## config.mk

```make
export PLATFORM = sky130hd
export DESIGN_NAME = mult_test_sequencer
export DESIGN_NICKNAME = d
export VERILOG_FILES = /design/src/rtl/mult_test_sequencer.sv
export SDC_FILE = /design/constraint.sdc
export NUM_CORES = 1
export LEC_CHECK = 0
export CAP_MARGIN = 20
export CORE_UTILIZATION = 40
export DETAILED_ROUTE_END_ITERATION = 10
export PLACE_DENSITY = 0.69
export RECOVER_POWER = 50
export SLEW_MARGIN = 20
export SYNTH_ARGS = -nofsm -noshare
export SYNTH_HDL_FRONTEND = slang
export SYNTH_SLANG_ARGS = --single-unit
export TNS_END_PERCENT = 1
```

## constraint.sdc

```tcl
create_clock -name clock -period 2.9 [get_ports clock]
set_input_delay 0.725 -clock clock [delete_from_list [all_inputs] [get_ports clock]]
set_output_delay 0.725 -clock clock [all_outputs]
set_load 0.1 [all_outputs]
```

## src/rtl/mult_test_sequencer.sv

```systemverilog
// Sequences operand RAM reads for a multiplier test and issues the matching result writes.
// Latency: the write for each read trails it by the captured latency L (1..MAX_LAT).
// Backpressure: none; one read per RUN cycle, aborted only by stop or loss of pll_lock.
module mult_test_sequencer #(
  parameter int ADDR_WIDTH = 9,
  parameter int MAX_LAT    = 32,
  parameter int CNT_WIDTH  = 32
) (
  input  logic                           clock,
  input  logic                           resetn,
  input  logic                           start,
  input  logic                           stop,
  input  logic                           pll_lock,
  input  logic                           loop_mode,
  input  logic [ADDR_WIDTH-1:0]          base_addr,
  input  logic [ADDR_WIDTH:0]            num_vec,
  input  logic [$clog2(MAX_LAT+1)-1:0]   lat,
  output logic                           rd_en,
  output logic [ADDR_WIDTH-1:0]          rd_addr,
  output logic                           wr_en,
  output logic [ADDR_WIDTH-1:0]          wr_addr,
  output logic                           busy,
  output logic                           done,
  output logic                           lock_err,
  output logic [CNT_WIDTH-1:0]           cycle_count
);

  localparam int LAT_W = $clog2(MAX_LAT+1);
  localparam int TAP_W = (MAX_LAT > 1) ? $clog2(MAX_LAT) : 1;
  localparam logic [LAT_W-1:0] MAX_L = LAT_W'(MAX_LAT);

  typedef enum logic [1:0] {IDLE, RUN, DRAIN, DONE} state_t;

  state_t                 state_q, state_d;
  logic                   armed_q;
  logic [ADDR_WIDTH-1:0]  base_q;
  logic [ADDR_WIDTH:0]    num_q;
  logic [ADDR_WIDTH:0]    idx_q;
  logic                   loop_q;
  logic [TAP_W-1:0]       tap_q;
  logic [TAP_W-1:0]       tap_d;
  logic [TAP_W-1:0]       drain_q;
  logic [CNT_WIDTH-1:0]   cnt_q;
  logic [LAT_W-1:0]       lat_eff;
  logic [ADDR_WIDTH:0]    dly_q [MAX_LAT];
  logic                   go;
  logic                   last;
  logic                   halt;

  // armed_q blocks the first edge after reset release, so start is honoured from the second edge on
  assign go   = (state_q == IDLE) && armed_q && start && !stop && pll_lock;
  assign last = (idx_q == num_q - (ADDR_WIDTH+1)'(1));
  assign halt = stop || !pll_lock;

  // Clamp the requested latency into 1..MAX_LAT and turn it into a delay-line tap index
  always_comb begin
    lat_eff = lat;
    if (lat == '0)
      lat_eff = LAT_W'(1);
    else if (lat > MAX_L)
      lat_eff = MAX_L;
    tap_d = TAP_W'(lat_eff - LAT_W'(1));
  end

  // State register
  always_ff @(posedge clock or negedge resetn) begin
    if (!resetn)
      state_q <= IDLE;
    else
      state_q <= state_d;
  end

  // Next-state logic
  always_comb begin
    state_d = state_q;
    case (state_q)
      IDLE:    if (go) state_d = (num_vec == '0) ? DONE : RUN;
      RUN:     if (halt || (last && !loop_q)) state_d = DRAIN;
      DRAIN:   if (drain_q == '0) state_d = DONE;
      DONE:    state_d = IDLE;
      default: state_d = IDLE;
    endcase
  end

  // Output decode; writes come straight off the selected delay-line tap
  always_comb begin
    rd_en   = (state_q == RUN);
    busy    = (state_q == RUN) || (state_q == DRAIN);
    done    = (state_q == DONE);
    rd_addr = base_q + idx_q[ADDR_WIDTH-1:0];
    wr_en   = dly_q[tap_q][ADDR_WIDTH];
    wr_addr = dly_q[tap_q][ADDR_WIDTH-1:0];
  end

  // Run parameters, read index, drain counter, cycle counter and sticky lock error
  always_ff @(posedge clock or negedge resetn) begin
    if (!resetn) begin
      armed_q  <= 1'b0;
      base_q   <= '0;
      num_q    <= '0;
      idx_q    <= '0;
      loop_q   <= 1'b0;
      tap_q    <= '0;
      drain_q  <= '0;
      cnt_q    <= '0;
      lock_err <= 1'b0;
    end else begin
      armed_q <= 1'b1;
      if (go) begin
        base_q   <= base_addr;
        num_q    <= num_vec;
        loop_q   <= loop_mode;
        tap_q    <= tap_d;
        idx_q    <= '0;
        cnt_q    <= '0;
        lock_err <= 1'b0;
      end else if (state_q == RUN) begin
        idx_q   <= last ? '0 : idx_q + (ADDR_WIDTH+1)'(1);
        drain_q <= tap_q;
        if (!pll_lock)
          lock_err <= 1'b1;
        if (cnt_q != '1)
          cnt_q <= cnt_q + CNT_WIDTH'(1);
      end else if ((state_q == DRAIN) && (drain_q != '0)) begin
        drain_q <= drain_q - TAP_W'(1);
      end
    end
  end

  assign cycle_count = cnt_q;

  // Read-to-write delay line; flushed on run start so stale entries beyond an old tap never surface
  always_ff @(posedge clock or negedge resetn) begin
    if (!resetn) begin
      for (int k = 0; k < MAX_LAT; k++)
        dly_q[k] <= '0;
    end else if (go) begin
      for (int k = 0; k < MAX_LAT; k++)
        dly_q[k] <= '0;
    end else begin
      dly_q[0] <= {rd_en, rd_addr};
      for (int k = 1; k < MAX_LAT; k++)
        dly_q[k] <= dly_q[k-1];
    end
  end

endmodule

```

==> results.md, run 1 <==
* Status: complete, but fails checks
* Violated checks: max-capacitance violations, max-slew violations, negative setup slack
* MaxCap Viol Count at 1
* Crit path max fanout at 13
* RSZ-0062 raised after global routing: true
* FMAX at 0.282 GHz
* Dpl cell area at 18900 sq um
* Adder-cell share of the synthesized area at 1.45%
* Mux cell area share after synthesis at 14.2%
* Die ar. at 43100 sq um
* DR pass1 iterations at 4
* Post-route cell area at 20300 sq um
* Psw at 9790 uW
* Filler Cells Inserted at 3531
* WP data required at 2170 ps
* Flops & latches, synth at 396
* Top post-synthesis cells by count: dfrtp_1 (396), and2_1 (322), mux4_2 (100)
* Row count at 74
* Synth top area share at 58.7%
* Routed wire length on met2 at 15200 um
* CTS sink count at 396
* Simple-gate area share of the yosys netlist at 18.3%
* Wire length on met3 at 1970 um
* Root buf cell: clkbuf_16
* Synth area leader: dfrtp_1
* Number of global-route vias before repair at 10402
* Max_slew headroom at -4.79%
* Net Count, Synth at 1348
* Power per cell area at 1290 nW/um^2
* Wl on met1 at 16300 um
* Max-slew violation count at 64
* Async set-reset flop share out of synthesis at 100%
* Routed Antenna Nets at 0
* Area growth syn-to-layout at 20.3%
* Synthesized area per cell at 13.0 sq um
* Crit end category: primary output
* Syn Inst Count at 1298
* Final setup violation count at 15
* DR vias at 10045
* Gpl congestion at 0.817
* Kind of critical path: flip-flop to primary output
* CTS tree: done
* Ant diodes at 0
* Clock share of power at 20.2%
* Core area at 41200 sq um
* Post-synth EDFFs at 0
* Ys flop type: dfrtp_1
* Input/output buffers at 85
* Clock skew at 25.6 ps
* Mapped cell area at 16900 sq um
* Via/cell ratio at 5.10
* Largest net degree at the start of global routing at 118
* Hold_buf cts at 0
* Setup ws final at -652 ps
* Die Width at 207 um
* Clk Latency, worst-skew pair at 570 ps
* LEAKAGE at 0.00925 uW
* Hold Vio Cnt, Final at 0
* Actual slew at the worst max-slew pin at 1570 ps
* Highest metal layer with signal wires: met4
* Logic pwr share at 44.9%
* Initial antenna violation count at 1
* Clk pin slew, worst setup/hold paths at 60 ps
* Routed len/inst at 17.3 um
* Startpoint Class: flip-flop
* Critical Path Start: tap_q[0]
* GRT overflow at 0
* Nets at 1462
* Residual DRC at 0
* Initial core utilization at 41.0%
* Most common cell in the netlist: dfrtp_1
* Clock buffer depth at 3
* Global-route wire length before repair at 56600 um
* XOR/XNOR Fraction of Synth Area at 2.64%
* Compound-Gate Fraction of Synth Area at 2.57%
* Reg-to-Reg Start: state_q[0]
* Register area share after synthesis at 58.7%
* Largest family of logic cells by synthesized area: simple AND/OR/NAND/NOR gates
* Synth cell types at 55
* Worst min-delay path class: flip-flop to flip-flop
* IO Count at 86
* Largest cells by area after synthesis: dfrtp_1 (59%), mux4_2 (13%), and2_1 (12%), nand2_1 (1.9%), xor2_1 (1.6%)
* Switching Share at 37.3%
* Part of the power in registers at 34.9%
* Placed wire-length estimate at 21700 um
* Final wirelength at 34100 um
* H-Tree Depth at 2
* DIE HEIGHT at 207 um
* Synth warn at 0
* Share of layout cells above drive strength 1 at 21.4%
* Max VDD drop at 1.50 mV
* Int Power at 16500 uW
* WP data arrival at 2830 ps
* HP Start: dly_q[167]
* Min cycle time layout at 3550 ps
* GRT Total Usage at 16.3%
* DRT iter0 DRCs at 756
* CTS Buf Count at 42
* Total power at 26300 uW
* Ratio of final minimum period to clock period at 122%
## worst max-delay path, stage by stage, from the launching register on
cell,delay [ps]
dfrtp_4,430
buf_12,160
buf_12,180
mux4_2,520
mux4_2,480
mux2_4,310
buf_12,170
## layer usage
layer  vias to the layer above  GRT usage (%)
met4                         0           4.01
met2                       204           24.0
met1                      5159           24.2
li1                       4636              -
met5                         -              0
met3                        46           3.96
## final timing paths
| path | slack, ps | to | cells after the start |
|---|---|---|---|
| worst min-delay path | 460 | dly_q[157] | 1 |
| min in group asynchronous | 570 | dly_q[234] | 1 |
| max in group asynchronous | 470 | tap_q[0] | 2 |
| worst min register to register | 460 | dly_q[157] | 1 |
| worst max register to register | 190 | cycle_count[5] | 9 |
| worst max-delay path | -650 | wr_en | 6 |
## kinds of logic after synthesis
family                   after synthesis
AND/OR/NAND/NOR                      552
flip-flops                           396
multiplexers                         113
buffers and inverters                 94
AO/OA/AOI/OAI                         72
XOR/XNOR                              51
adder cells (fa/ha/maj)               19
other                                  1
## per-stage QoR
| stage | utilization [%] | std cells | worst slack, ps | TNS, ps | hold slack [ps] |
|---|---|---|---|---|---|
| 2_1_floorplan | - | 1298 | -442 | -3600 | 429 |
| 3_3_place_gp | 45.9 | 1891 | -139 | -1120 | 454 |
| 3_5_place_dp | 45.9 | 1891 | -171 | -1440 | 460 |
| 4_1_cts | 49.4 | 1965 | -729 | -9380 | 131 |
| 5_1_grt | 49.3 | 1971 | -716 | -10170 | 486 |
| 6_report | 49.3 | 1971 | -652 | -7890 | 465 |
## state kept, by name (all words and copies together), names as in the netlist
register and flops:
armed_q 1, base_q 9, cycle_count 32, dly_q 320, drain_q 5, idx_q 10, lock_err 1, loop_q 1
num_q 10, state_q 2, tap_q 5
## power groups by stage
| stage | combinational [uW] | sequential, uW | clock (uW) |
|---|---|---|---|
| after floorplan | 7980 | 8920 | 0 |
| after global placement | 11300 | 9230 | 0 |
| after detailed placement | 11500 | 9210 | 0 |
| after CTS | 11800 | 9190 | 5470 |
| after global routing | 12500 | 9450 | 5710 |
| final | 11800 | 9160 | 5310 |
## what timing repair did
item	CTS	global route
gates cloned	1	2
pin swaps	1	5
resized for setup	9	9
endpoints found under the setup margin	15	15
buffers inserted	2	5
## cells in the final DEF (no fill, tap or decap), types with 3 or more instances in the layout
cell,Yosys,layout
dfrtp_1,396,394
and2_1,322,321
mux4_2,100,100
nand2_1,85,85
buf_4,0,66
nor2_1,61,60
clkbuf_16,0,44
buf_12,0,34
xor2_1,30,30
clkdlybuf4s50_1,0,28
inv_1,23,23
o21ai_0,25,23
nand3_1,18,18
xnor2_1,21,17
a21oi_1,20,17
ha_1,18,17
nor3_1,13,13
nand4_1,11,11
and3_1,10,10
clkbuf_1,57,10
clkbuf_8,0,10
mux2_2,11,6
mux2_4,0,5
a31oi_1,5,5
nor2b_1,5,4
a21oi_2,1,4
or3_1,4,4
nand2b_1,4,4
nor4_1,4,4
clkbuf_2,0,4
xnor2_2,0,3
a21o_1,3,3
and4_1,3,3
clkinv_2,0,3
buf_2,9,3
## final cells by class
type	count	area [sq um]	area share, %
Sequential cell	396	9920	48.8
Tap cell	532	666	3.27
Clock buffer	61	1220	6.01
Clock inverter	10	149	0.733
Multi-Input combinational cell	808	6720	33.0
Inverter	23	86.3	0.425
Timing Repair Buffer	141	1570	7.73
Power figures use the tool's default switching activity.
==> inputs of run 2 (changes only) <==
SLEW_MARGIN = 40   (was 20)
==> results.md, run 2 (same netlist as run 1, synthesis figures left out) <==
* Ant diodes at 0 (unchanged)
* Reg-to-Reg Start: state_q[0] (unchanged)
* HP Start: dly_q[167] (unchanged)
* Kind of critical path: flip-flop to primary output (unchanged)
* Row count at 74 (unchanged)
* Area growth syn-to-layout at 20.4% (was 20.3%)
* Routed len/inst at 17.3 um (about the same)
* Commonest non-fill, non-tap cell in the layout: dfrtp_1 (unchanged)
* Clk Latency, worst-skew pair at 570 ps (about the same)
* R2R Setup Slk at 180 ps (was 190 ps)
* CP cell instances: buf_12 -> buf_12 -> mux4_2 -> mux4_2 -> mux2_4 -> buf_12 (unchanged)
* Final setup violation count at 15 (unchanged)
* CP top delay family: multiplexers (unchanged)
* DR pass1 iterations at 5 (was 4)
* Via/cell ratio at 5.10 (about the same)
* Worst min-delay path class: flip-flop to flip-flop (unchanged)
* Number of global-route vias before repair at 10402 (unchanged)
* Min cycle time layout at 3550 ps (about the same)
* Startpoint Class: flip-flop (unchanged)
* IO Count at 86 (unchanged)
* Hold Vio Cnt, Final at 0 (unchanged)
* CTS tree: done (unchanged)
* Critical Path Start: tap_q[0] (unchanged)
* Crit-path slowest cell: mux4_2 (unchanged)
* Worst Hold Depth at 1 (unchanged)
* Max_slew headroom at -5.13% (was -4.79%)
* H-Tree Depth at 2 (unchanged)
* Initial core utilization at 41.0% (unchanged)
* Hold_buf cts at 0 (unchanged)
* Global-route wire length before repair at 56600 um (unchanged)
* Most frequent cells in the layout: dfrtp_1 (393), and2_1 (321), mux4_2 (100) (was dfrtp_1 (394), and2_1 (321), mux4_2 (100))
* Actual slew at the worst max-slew pin at 1580 ps (was 1570 ps)
* WP data required at 2170 ps (about the same)
* Largest incremental delay on the critical path at 520 ps (about the same)
* Core Util, Final at 49.4% (was 49.3%)
* DRT iter0 DRCs at 800 (was 756)
* CTS Buf Count at 42 (unchanged)
* Placed wire-length estimate at 21700 um (unchanged)
* Gpl congestion at 0.817 (unchanged)
* Largest net degree at the start of global routing at 118 (unchanged)
* Routed Antenna Nets at 0 (unchanged)
* Status: complete, but fails checks (unchanged)
* Fin Setup TNS at -7850 ps (was -7890 ps)
* Clk pin slew, worst setup/hold paths at 60 ps (about the same)
* Worst hold endpoint: dly_q[157] (unchanged)
* Total power at 26300 uW (about the same)
* Initial antenna violation count at 1 (unchanged)
* Setup ws final at -647 ps (was -652 ps)
* Crit end category: primary output (unchanged)
* Input/output buffers at 85 (unchanged)
* Clock buffer depth at 3 (unchanged)
* Max VDD drop at 1.50 mV (about the same)
* Residual DRC at 0 (unchanged)
* RSZ-0062 raised after global routing: true (unchanged)
* Nets at 1462 (unchanged)
* Max-slew violation count at 64 (unchanged)
* WP data arrival at 2820 ps (was 2830 ps)
* Worst R2R End: cycle_count[5] (unchanged)
* Largest register FFs at 320 (unchanged)
* Die ar. at 43100 sq um (unchanged)
* LEAKAGE at 0.00925 uW (about the same)
* Root buf cell: clkbuf_16 (unchanged)
* Critical path buffers and inverters at 3 (unchanged)
* Power per cell area at 1290 nW/um^2 (about the same)
* DR vias at 10044 (was 10045)
* Clock skew at 27.0 ps (was 25.6 ps)
* Violated checks: max-capacitance violations, max-slew violations, negative setup slack (unchanged)
* Crit path max fanout at 13 (unchanged)
* GRT overflow at 0 (unchanged)
* Core area at 41200 sq um (unchanged)
* MaxCap Viol Count at 1 (unchanged)
* Worst r2r path cells at 9 (unchanged)
* DIE HEIGHT at 207 um (unchanged)
* GRT Total Usage at 16.3% (unchanged)
* CP most frequent cell: buf_12 (unchanged)
* Ratio of final minimum period to clock period at 122% (about the same)
* Die Width at 207 um (unchanged)
* Share of layout cells above drive strength 1 at 21.5% (was 21.4%)
* FMAX at 0.282 GHz (about the same)
* CTS sink count at 396 (unchanged)
* Largest Register: dly_q (unchanged)
* Final wirelength at 34000 um (was 34100 um)
[run 2: changes by cell type in the layout (fill, tap and decap cells not counted)]
cell / before / now
dfrtp_1: 394 / 393
mux2_4: 5 / 8
dfrtp_2: 0 / 1
mux2_2: 6 / 3
[run 2: metal layers]
metal / routed length [um] / track usage [%] / vias up
met5: 0 / 0 / -
met4: 570 / 4.01 / 0
met3: 2040 / 3.96 / 46
met2: 15200 / 24.0 / 213
met1: 16200 / 24.2 / 5147
li1: - / - / 4638
[run 2: stage by stage]
step / hold slack [ps] / instance area [sq um] / worst slack [ps] / cells
2_1_floorplan: 429 / 16900 / -442 / 1298
3_3_place_gp: 454 / 18900 / -139 / 1891
3_5_place_dp: 460 / 18900 / -171 / 1891
4_1_cts: 131 / 20400 / -729 / 1965
5_1_grt: 486 / 20300 / -715 / 1971
6_report: 465 / 20300 / -647 / 1971
[run 2: layout make-up]
class | count | area, sq um
fill | 3532 | 20900
sequential | 396 | 9920
multi-input combinational | 808 | 6730
timing repair buffer | 141 | 1570
clock buffer | 61 | 1220
tap | 532 | 666
clock inverter | 10 | 149
inverter | 23 | 86.3
[run 2: worst max-delay path by stage]
stage          slack (ps)  cells past startpoint         end
2_1_floorplan        -440                      4  rd_addr[2]
3_3_place_gp         -140                      5  wr_addr[1]
3_5_place_dp         -170                      5  wr_addr[1]
4_1_cts              -730                      6  wr_addr[0]
5_1_grt              -720                      6       wr_en
6_report             -650                      6       wr_en
[run 2: report_power, final]
part	internal, uW	total [uW]	switching, uW
clock	3120	5320	2200
combinational	5610	11800	6210
sequential	7780	9160	1380
[run 2: timing repair]
action	in CTS	in global routing
resized for setup	9	12
gates cloned	1	2
pin swaps	1	5
buffers inserted	2	5
hold endpoints to repair	0	0
setup endpoints to repair	15	15
